### config.mk
export PLATFORM = sky130hd
export DESIGN_NAME = if_id_queue
export DESIGN_NICKNAME = d
export VERILOG_FILES = /design/src/rtl/if_id_queue.sv
export SDC_FILE = /design/constraint.sdc
export NUM_CORES = 1
export LEC_CHECK = 0
export ABC_AREA = 0
export CELL_PAD_IN_SITES_DETAIL_PLACEMENT = 2
export CELL_PAD_IN_SITES_GLOBAL_PLACEMENT = 2
export CORE_AREA = 2 2 137 139
export DETAILED_ROUTE_END_ITERATION = 10
export DIE_AREA = 0 0 139 141
export GPL_ROUTABILITY_DRIVEN = 0
export PLACE_DENSITY_LB_ADDON = 0.2
export SLEW_MARGIN = 20
export SYNTH_ARGS = -nofsm -noshare
export SYNTH_HDL_FRONTEND = slang
export SYNTH_SLANG_ARGS = --single-unit
export TNS_END_PERCENT = 5
### constraint.sdc
create_clock -name clk -period 5.7 [get_ports clk]
set_input_delay 1.14 -clock clk [delete_from_list [all_inputs] [get_ports clk]]
set_output_delay 1.14 -clock clk [all_outputs]
set_load 0.05 [all_outputs]
### src/rtl/if_id_queue.sv
// ---------------------------------------------------------------------------
// if_id_queue
//   Elastic IF/ID pipeline stage. A DEPTH-entry circular buffer of
//   {pc, instr} pairs sits between fetch and decode. Both sides use
//   valid/ready handshakes. Decode stalls do not force a refetch. A flush
//   discards every entry and presents a NOP to decode in the same cycle.
//
// Parameters
//   XLEN      : pc width
//   ILEN      : instruction width
//   DEPTH     : number of entries, power of two, 2..16
//   NOP_INSTR : instruction shown to decode when no valid entry exists
//
// Ports
//   clk, rst  : rising-edge clock, asynchronous active-high reset
//   pc, instr : fetch-side entry
//   if_valid  : fetch entry valid
//   if_ready  : queue has room (depends only on registered state)
//   flush     : synchronous discard of all entries; priority over push/pop
//   id_ready  : decode consumes the head entry this cycle
//   id_valid  : head entry valid (masked by flush)
//   pc_ID     : head pc, 0 when empty
//   instr_ID  : head instruction, NOP_INSTR when empty or flushing
//   stall_cnt : cycles with id_valid & !id_ready; this port exists only
//               when IF_ID_STALL_CNT_EN is defined
//
// Build option
//   IF_ID_STALL_CNT_EN : adds the stall_cnt output and its counter
// ---------------------------------------------------------------------------
module if_id_queue #(
   parameter int              XLEN      = 32,
   parameter int              ILEN      = 32,
   parameter int              DEPTH     = 2,
   parameter logic [ILEN-1:0] NOP_INSTR = 32'h0000_0013
) (
   input  logic            clk,
   input  logic            rst,
   input  logic [XLEN-1:0] pc,
   input  logic [ILEN-1:0] instr,
   input  logic            if_valid,
   output logic            if_ready,
   input  logic            flush,
   input  logic            id_ready,
   output logic            id_valid,
   output logic [XLEN-1:0] pc_ID,
   output logic [ILEN-1:0] instr_ID
`ifdef IF_ID_STALL_CNT_EN
   ,
   output logic [31:0]     stall_cnt
`endif
);

   localparam int AW = $clog2(DEPTH);
   localparam int CW = AW + 1;
   localparam logic [CW-1:0] FULL_CNT = CW'(DEPTH);

   typedef enum logic [1:0] {
      ST_EMPTY   = 2'd0,
      ST_PARTIAL = 2'd1,
      ST_FULL    = 2'd2
   } occ_e;

   occ_e            occ_q, occ_d;
   logic [AW-1:0]   wp_q, wp_d;
   logic [AW-1:0]   rp_q, rp_d;
   logic [CW-1:0]   count_q, count_d;
   logic [XLEN-1:0] pc_mem_q    [DEPTH];
   logic [XLEN-1:0] pc_mem_d    [DEPTH];
   logic [ILEN-1:0] instr_mem_q [DEPTH];
   logic [ILEN-1:0] instr_mem_d [DEPTH];

   logic has_entry;
   logic push;
   logic pop;

   // Both handshake outputs come from the registered occupancy state, so
   // if_ready never depends on id_ready: a pop while full frees the slot
   // only for the following cycle.
   assign has_entry = (occ_q != ST_EMPTY);
   assign if_ready  = (occ_q != ST_FULL);
   assign id_valid  = has_entry & ~flush;
   assign push      = if_valid & if_ready & ~flush;
   assign pop       = id_valid & id_ready;

   assign pc_ID    = has_entry ? pc_mem_q[rp_q] : '0;
   assign instr_ID = (has_entry & ~flush) ? instr_mem_q[rp_q] : NOP_INSTR;

   // Pointer, count and storage update
   always_comb begin
      wp_d        = wp_q;
      rp_d        = rp_q;
      count_d     = count_q;
      pc_mem_d    = pc_mem_q;
      instr_mem_d = instr_mem_q;
      if (flush) begin
         // Stale entry contents are left in place. They are unreachable
         // once count is zero.
         wp_d    = '0;
         rp_d    = '0;
         count_d = '0;
      end else begin
         if (push) begin
            pc_mem_d[wp_q]    = pc;
            instr_mem_d[wp_q] = instr;
            wp_d              = wp_q + AW'(1);
         end
         if (pop) begin
            rp_d = rp_q + AW'(1);
         end
         case ({push, pop})
            2'b10:   count_d = count_q + CW'(1);
            2'b01:   count_d = count_q - CW'(1);
            default: count_d = count_q;
         endcase
      end
   end

   // Occupancy FSM next state. It tracks the count and is reset to EMPTY
   // by a flush from any state.
   always_comb begin
      occ_d = occ_q;
      if (flush) begin
         occ_d = ST_EMPTY;
      end else begin
         case (occ_q)
            ST_EMPTY: begin
               if (push) occ_d = (FULL_CNT == CW'(1)) ? ST_FULL : ST_PARTIAL;
            end
            ST_PARTIAL: begin
               if (push && !pop && (count_q == FULL_CNT - CW'(1)))
                  occ_d = ST_FULL;
               else if (pop && !push && (count_q == CW'(1)))
                  occ_d = ST_EMPTY;
            end
            ST_FULL: begin
               // No push is possible while full; a pop leaves DEPTH-1.
               if (pop) occ_d = (FULL_CNT == CW'(1)) ? ST_EMPTY : ST_PARTIAL;
            end
            default: occ_d = ST_EMPTY;
         endcase
      end
   end

   always_ff @(posedge clk or posedge rst) begin
      if (rst) begin
         occ_q   <= ST_EMPTY;
         wp_q    <= '0;
         rp_q    <= '0;
         count_q <= '0;
         for (int i = 0; i < DEPTH; i++) begin
            pc_mem_q[i]    <= '0;
            instr_mem_q[i] <= '0;
         end
      end else begin
         occ_q       <= occ_d;
         wp_q        <= wp_d;
         rp_q        <= rp_d;
         count_q     <= count_d;
         pc_mem_q    <= pc_mem_d;
         instr_mem_q <= instr_mem_d;
      end
   end

`ifdef IF_ID_STALL_CNT_EN
   logic [31:0] stall_cnt_q, stall_cnt_d;

   // Counts decode back-pressure cycles. It wraps freely and only reset
   // clears it, so it survives a redirect.
   always_comb begin
      stall_cnt_d = stall_cnt_q;
      if (id_valid && !id_ready) stall_cnt_d = stall_cnt_q + 32'd1;
   end

   always_ff @(posedge clk or posedge rst) begin
      if (rst) stall_cnt_q <= '0;
      else     stall_cnt_q <= stall_cnt_d;
   end

   assign stall_cnt = stall_cnt_q;
`endif

endmodule
* Word-level counts from Yosys, hierarchy flattened *
Cells that the tools add are included.

cells by class
  shift operators = 0
  reduce and logical (&&, ||, !) cells = 14
  equal/unequal tests = 9
  multipliers = 0
  bitwise operators = 7
  $add $sub $neg = 4
  multiplexer cells = 24
  magnitude comparators = 3
  divide/modulo/power cells = 0

operators with widths
  operator                                                                       number
  32-bit two-way mux                                                             9
  64-bit bitwise mux                                                             2
  32-bit demux with 1-bit select                                                 1
  2-bit two-way mux                                                              6
  2-bit by 1-bit equality test with 1-bit output (second input constant)         3
  3-bit != test (second input constant)                                          2
  2-bit case mux with 3 select lines                                             1
  2-bit nonzero test                                                             3
  1-bit logical AND                                                              5
  1-bit bitwise AND                                                              4
  2-bit equality test (second input constant)                                    2
  2-bit greater-or-equal comparator (second input constant)                      2
  1-bit two-way mux                                                              4
  4-bit != test (second input constant)                                          1
  1-bit NOT with 2-bit output                                                    2
  2-bit case mux with 2 select lines                                             1
  3-bit AND reduction                                                            1
  3-bit nonzero test                                                             1
  1-bit adder (second input constant)                                            2
  2-bit by 1-bit adder with 2-bit output (second input constant)                 1
  1-bit logical NOT                                                              2
  2-bit logical NOT                                                              1
  2-bit by 1-bit less-than comparator with 1-bit output (second input constant)  1
  2-bit != test (second input constant)                                          1
  3 further kinds                                                                3

storage, ports and cells
  memory bits (read-only) = 0
  memories kept = 0
  bits of input ports = 69
  logic and storage cells = 69
  output and inout port bits = 66
  bits in latches = 0
  flip-flop bits (word level) = 134
  RAM bits = 0

* Logic depth before layout (Yosys ltp) *
Gate-level depths: netlist of the first run.

  depth in word-level cells = 10
  gate-level depth with buffers = 5
  gate-level depth less buffers = 4

* Least setup slack after synthesis of the first run *
OpenSTA, ideal clock, no wires.

  kind = input to output
  start point = input port flush
  end point = output port instr_ID[0]
  stages = 5
  path slack = 1.913 ns
  buffers on the path = 2
  arrival time = 2.647 ns
  cells stage by stage = clkbuf_1 or2_2 clkbuf_1 inv_1 nand2_1

between the ends
  cells in the longest elaborated chain, start to end = 3

ends and longest elaborated chain
  element                     line  text
  start: declaration          42    input logic flush,
  1-bit NOT (no source line)  -
  1-bit bitwise AND           -
  via id_valid                44    output logic id_valid,
  32-bit two-way mux          86    assign instr_ID = (has_entry & ~flush) ? instr_mem_q[rp_q] : NOP_INSTR;
  end: declaration            46    output logic [ILEN-1:0] instr_ID

The timed path passes the listed nets, and every way through them passes these cells.

* Final worst setup path of the first run *
  start point = input port flush
  end point = output port instr_ID[4]

between the ends
  cells in the longest elaborated chain, start to end = 3

ends and longest elaborated chain
  element                     line
  1-bit NOT (no source line)  -
  1-bit bitwise AND           86
  32-bit two-way mux          86

Every way passes these cells.

==> metrics.cfg, run 1 <==
[detailed_routing]
ant_nets=0
drt_iter0_markers=108
num_vias=3985
drt-pass1-iter-count=2
drc_errors=0
vias_per_cell=4.807
routedWlPerCell_um=18.48
wl_um=15320

[global_route]
antenna_found_initial=0
overflow=0
grt_usage_pct=16.85
grt_max_degree=62
grt_pass1_wl_um=25840
grt_pass1_vias=4850

[die]
num_rows=50
die_height_um=141
dieWidth_um=139
coreArea_mm2=0.01827
dieArea_mm2=0.01960
initial_core_util_pct=33.16
ios=135

[yosys]
ys_seq_area_share_pct=55.36
syn_area_per_cell_um2=13.55
synth.distinct_cells=27
netlist_instances=447
synth_top_area_share_pct=55.36
synth_top_area_cell=dfrtp_1
synth_seq_cells=134
syn_nets=517
synthTopCellsByArea=dfrtp_1, mux2_2, mux2i_1
synth.cell_area_mm2=0.006057
yosys_warnings=0

[timing]
slew_headroom_pct=32.75
rsz0062_at_grt=no
setup_viol=0
drv_slew=0
worst_slack_ns=1.039
skew_ns=0.007099
min_period_ns=4.661
setup_tns_ns=0
hold_viol=0
worst_pin_slew_ns=1.009
fin_crit_sh_pct=81.77
fmax_ghz=0.2146
hold_ws_ns=0.4892

[placement]
dp_hpwl_um=10320
portBuffers=134
pre_cts_slack_ns=0.9850
dpl-instance-area_mm2=0.007606

[worst_hold_path]
min-delay-start=instr_mem_q[44]
hp-class=reg -> reg

[clock_network]
cts_max_path_buffers=2
clkLatencyLatePin_ns=0.42
cts_setup_buffers=0
cts_hold_buf=0
cts_tree=built
root_buffer=clkbuf_16
clock-sinks=134
ctsResizeCount=0
cts_buffers=17
htree_levels=4
cts.clk_slew.worst_paths_ns=0.06

[run_status]
status=finished, final reports clean

[job]
maxCapViolCount=0

[pwr]
leakage_nw=3.306
peakVddDrop_uv=219.7
powerDensity_mw_per_mm2=391.4
p_total_w=0.003208

[worst_setup_path]
cp-startpoint=flush
crit_arrival_ns=3.52
end_kind=primary output
worstReg2RegStart=occ_q[0]
path_max_fanout=30
start_kind=input port
cp.required_ns=4.56
worstSetupPathType=in -> out

[layout]
final_cell_mix=clkdlybuf4s50_1, dfrtp_1, mux2_2
antennaDiodeCount=0
final_nets=652
fill_cells=1830
final_common_cell=clkdlybuf4s50_1
fin_area_mm2=0.008198
area_growth_pct=35.34
drive_above_1_share_pct=28.91

layer usage:
metal | vias up | global-route usage (%) | wire (um)
met5 | - | 0 | 0
met4 | 0 | 5.104 | 153
met3 | 11 | 4.959 | 787
met2 | 80 | 30.49 | 8189
met1 | 2074 | 19.30 | 6192
li1 | 1820 | - | -
power breakdown:
part	switching (W)	internal, W	leakage (nW)
sequential	0.000147	0.00120	1.60
combinational	0.000388	0.000390	1.44
clock	0.000427	0.000657	0.267
total	0.000962	0.00225	3.31
through the flow:
step	utilization, %	cells
6_report	44.88	829
5_1_grt	44.88	829
4_1_cts	44.88	829
3_5_place_dp	41.64	797
3_3_place_gp	41.64	797
2_1_floorplan	-	447
path summary, 6_finish.rpt:
| kind | slack [ns] | to | cells after the start |
|---|---|---|---|
| worst min-delay path | 0.49 | instr_mem_q[44] | 1 |
| max in group asynchronous | 3.42 | pc_mem_q[18] | 3 |
| min in group asynchronous | 1.24 | instr_mem_q[51] | 2 |
| worst max-delay path | 1.04 | instr_ID[4] | 5 |
| worst max register to register | 3.17 | pc_mem_q[53] | 5 |
| worst min register to register | 0.49 | instr_mem_q[44] | 1 |
logic make-up (layout without fill, tap and decap cells):
kind of cell	count (synthesis)	in the layout	share of synthesized area, %
AND/OR/NAND/NOR	78	78	5.639
XOR/XNOR	5	5	0.7230
multiplexers	192	192	34.37
buffers and inverters	30	178	2.851
adder cells (fa/ha/maj)	1	1	0.2065
flip-flops	134	134	55.36
AO/OA/AOI/OAI	7	7	0.8469
critical path: stages:
cell and delay [ns]:
clkdlybuf4s50_1 0.67, or2_2 0.62, inv_1 0.19, nand2_1 0.10
clkdlybuf4s50_1 0.80
flip-flops by register name (all words and copies together) (netlist names):
| name | flops |
|---|---|
| occ_q | 2 |
| instr_mem_q | 64 |
| pc_mem_q | 64 |
| count_q | 2 |
| wp_q | 1 |
| rp_q | 1 |
final cells by class:
class	instances	area (um2)	area share, %
inverter	3	13.76	0.1679
sequential	134	3357	40.95
multi-input combinational	283	2534	30.91
clock inverter	14	152.6	1.862
clock buffer	18	439.2	5.357
timing repair buffer	143	1409	17.19
tap	234	292.8	3.571
synthesized netlist by cell type:
cell type / count
a2111oi_0: 1
a211oi_1: 3
a21o_1: 1
and3_1: 1
buf_1: 1
buf_2: 12
buf_6: 6
clkbuf_1: 8
dfrtp_1: 134
ha_1: 1
inv_1: 3
mux2_1: 4
mux2_2: 124
mux2i_1: 64
nand2_1: 4
nand2_4: 1
nand2b_4: 1
nand4b_1: 2
nor2_1: 65
nor2b_1: 1
nor3_1: 1
nor3_4: 1
o21a_1: 1
o21ai_0: 1
or2_2: 1
xnor2_1: 1
xor2_1: 4
Power figures use the tool's default switching activity.
==> run 2: changes to the inputs <==
CORE_AREA = 2 2 143 145   (was 2 2 137 139)
DIE_AREA = 0 0 145 147   (was 0 0 139 141)
clock period = 4 ns   (was 5.7 ns; I/O delays follow)
==> metrics.cfg, run 2 (synthesis results as in run 1) <==
[worst_hold_path]
hp-class=reg -> reg
min_path_cells=1  ; unchanged
whs_endpoint=pc_mem_q[39]
min-delay-start=pc_mem_q[39]

[die]
dieArea_mm2=0.02132  ; +8.8%
ios=135  ; unchanged
coreArea_mm2=0.01984  ; +8.6%
dieWidth_um=145  ; +4.3%
initial_core_util_pct=30.52  ; -2.6 points
num_rows=52  ; +4.0%
die_height_um=147  ; +4.3%

[layout]
area_growth_pct=35.61
fill_cells=1963  ; +7.3%
seq_area_mm2=0.003357  ; unchanged
final_common_cell=dfrtp_1
final_cell_mix=dfrtp_1, mux2_2, clkdlybuf4s50_1
fin_area_mm2=0.008214  ; +0.20%
multi_input_area_mm2=0.002534  ; unchanged
final_util_pct=41.39  ; -3.5 points
final_nets=654  ; +0.31%
drive_above_1_share_pct=34.06  ; +5.2 points
reg_top3=instr_mem_q: 64 flops, pc_mem_q: 64 flops
antennaDiodeCount=0  ; unchanged

[timing]
drv_slew=0  ; unchanged
rsz0062_at_grt=no
fmax_ghz=0.2927
slew_headroom_pct=52.63  ; +20 points
setup_viol=0  ; unchanged
worst_pin_slew_ns=0.7105  ; -0.2983 ns
fin_crit_sh_pct=85.40
setup_tns_ns=0  ; unchanged
hold_viol=0  ; unchanged
min_period_ns=3.416
skew_ns=0.006227  ; -0.0008728 ns

[worst_setup_path]
cp.buffers_inverters=4  ; +1
cp_top_family=buffers and inverters
reg2reg_to=instr_mem_q[43]
path_max_fanout=30  ; unchanged
cp.required_ns=3.20  ; -1.36 ns
start_kind=input port
worstSetupPathType=in -> out
slowest_delay_ns=0.59  ; -0.21 ns
end_kind=primary output
rr_worst_depth=5  ; unchanged
slowest_stage=or2_2
crit_arrival_ns=2.62  ; -0.90 ns
worstReg2RegStart=occ_q[0]
r2r_setup_slack_ns=2.06  ; -1.11 ns
cp_cell_sequence=clkdlybuf4s50_1, buf_4, or2_2, inv_1, nand2_1, buf_12

[pwr]
combPwrFrac_pct=25.3  ; +1.0 points
peakVddDrop_uv=267.6  ; +22%
switching_share_pct=29.94  ; -0.037 points
switching_power_w=0.001326  ; +38%
seqPwrFrac_pct=43.0  ; +1.0 points
leakage_nw=3.390  ; +2.5%
p_int_w=0.003103  ; +38%
pwr-share-clk_pct=31.7  ; -2.1 points
powerDensity_mw_per_mm2=539.3  ; +38%

[global_route]
grt_pass1_vias=4751  ; -2.0%
antenna_found_initial=0  ; unchanged
grt_usage_pct=15.55  ; -1.3 points
grt_pass1_wl_um=25680  ; -0.62%
overflow=0  ; unchanged
grt_max_degree=61  ; -1.6%

[placement]
dp_hpwl_um=10350  ; +0.32%
dpl-instance-area_mm2=0.007685  ; +1.0%
portBuffers=134  ; unchanged

[clock_network]
clock-sinks=134  ; unchanged
root_buffer=clkbuf_16
cts_max_path_buffers=2  ; unchanged
cts_setup_buffers=0  ; unchanged
ctsResizeCount=0  ; unchanged
cts_tree=built
cts.clk_slew.worst_paths_ns=0.05  ; about the same
clkLatencyLatePin_ns=0.41  ; about the same
cts_buffers=17  ; unchanged
cts_hold_buf=0  ; unchanged
htree_levels=4  ; unchanged

[detailed_routing]
routed-wl-met3_um=1001  ; +27%
drt-pass1-iter-count=4  ; +2
vias_per_cell=4.599  ; -4.3%
met1_length_um=6364  ; +2.8%
ant_nets=0  ; unchanged
num_vias=3983  ; -0.050%
route.met2.wl_um=8108  ; -0.99%
wl_um=15580  ; +1.7%
drt_iter0_markers=77  ; -29%
drc_errors=0  ; unchanged
routedWlPerCell_um=17.99  ; -2.7%
maxUsedRoutingLayer=met4

[run_status]
status=finished, final reports clean

[job]
maxCapViolCount=0  ; unchanged

==> run 2: cell count changes in the layout (fill, tap and decap cells not counted), sizes merged <==
cell | previous run | this run
clkinvlp | 7 | 4
clkinv | 3 | 5
buf | 9 | 44
bufinv | 2 | 0
clkdlybuf4s50 | 134 | 101
inv | 5 | 2
clkbuf | 18 | 23
==> run 2: routing by layer <==
metal / vias to the layer above / GRT usage [%]
met1: 2061 / 17.81
met3: 7 / 6.180
met4: 0 / 4.158
li1: 1825 / -
met5: - / 0
met2: 90 / 27.14
==> run 2: layout make-up <==
class | instances | share of cell area [%]
Clock inverter | 8 | 0.6245
Inverter | 3 | 0.1828
Timing Repair Buffer | 145 | 17.55
Tap cell | 270 | 4.113
Clock buffer | 23 | 5.819
Sequential cell | 134 | 40.87
Multi-Input combinational cell | 283 | 30.85
==> run 2: stage by stage <==
step	worst slack (ns)	hold slack, ns	std cells	power (W)
floorplan	0.8933	0.4574	447	0.002677
global placement	0.6592	0.4666	835	0.002996
detailed placement	0.5605	0.4816	835	0.003073
CTS	0.5451	0.4963	866	0.004511
global route	0.4405	0.5091	866	0.004691
finish	0.5841	0.4904	866	0.004430
==> run 2: power by group through the flow <==
stage | Clock, W | Combinational, W | Sequential [W]
6_report | 0.00140 | 0.00112 | 0.00191
5_1_grt | 0.00151 | 0.00122 | 0.00196
4_1_cts | 0.00145 | 0.00115 | 0.00191
3_5_place_dp | 0 | 0.00114 | 0.00193
3_3_place_gp | 0 | 0.00110 | 0.00190
2_1_floorplan | 0 | 0.000825 | 0.00185
==> run 2: how the worst max path moves through the flow <==
stage	to	depth (start not counted)	from
global placement	instr_ID[1]	6	flush
detailed placement	instr_ID[1]	6	flush
global route	instr_ID[4]	6	flush
finish	instr_ID[1]	6	flush
CTS	instr_ID[1]	6	flush
floorplan	instr_ID[0]	5	flush
==> run 2: worst reg2reg max path: stages, from the launching register on <==
cell and delay (ns):
dfrtp_1 0.45, nand2b_4 0.21, nand2_4 0.10, nor3_4 0.16
buf_4 0.50, mux2_2 0.41
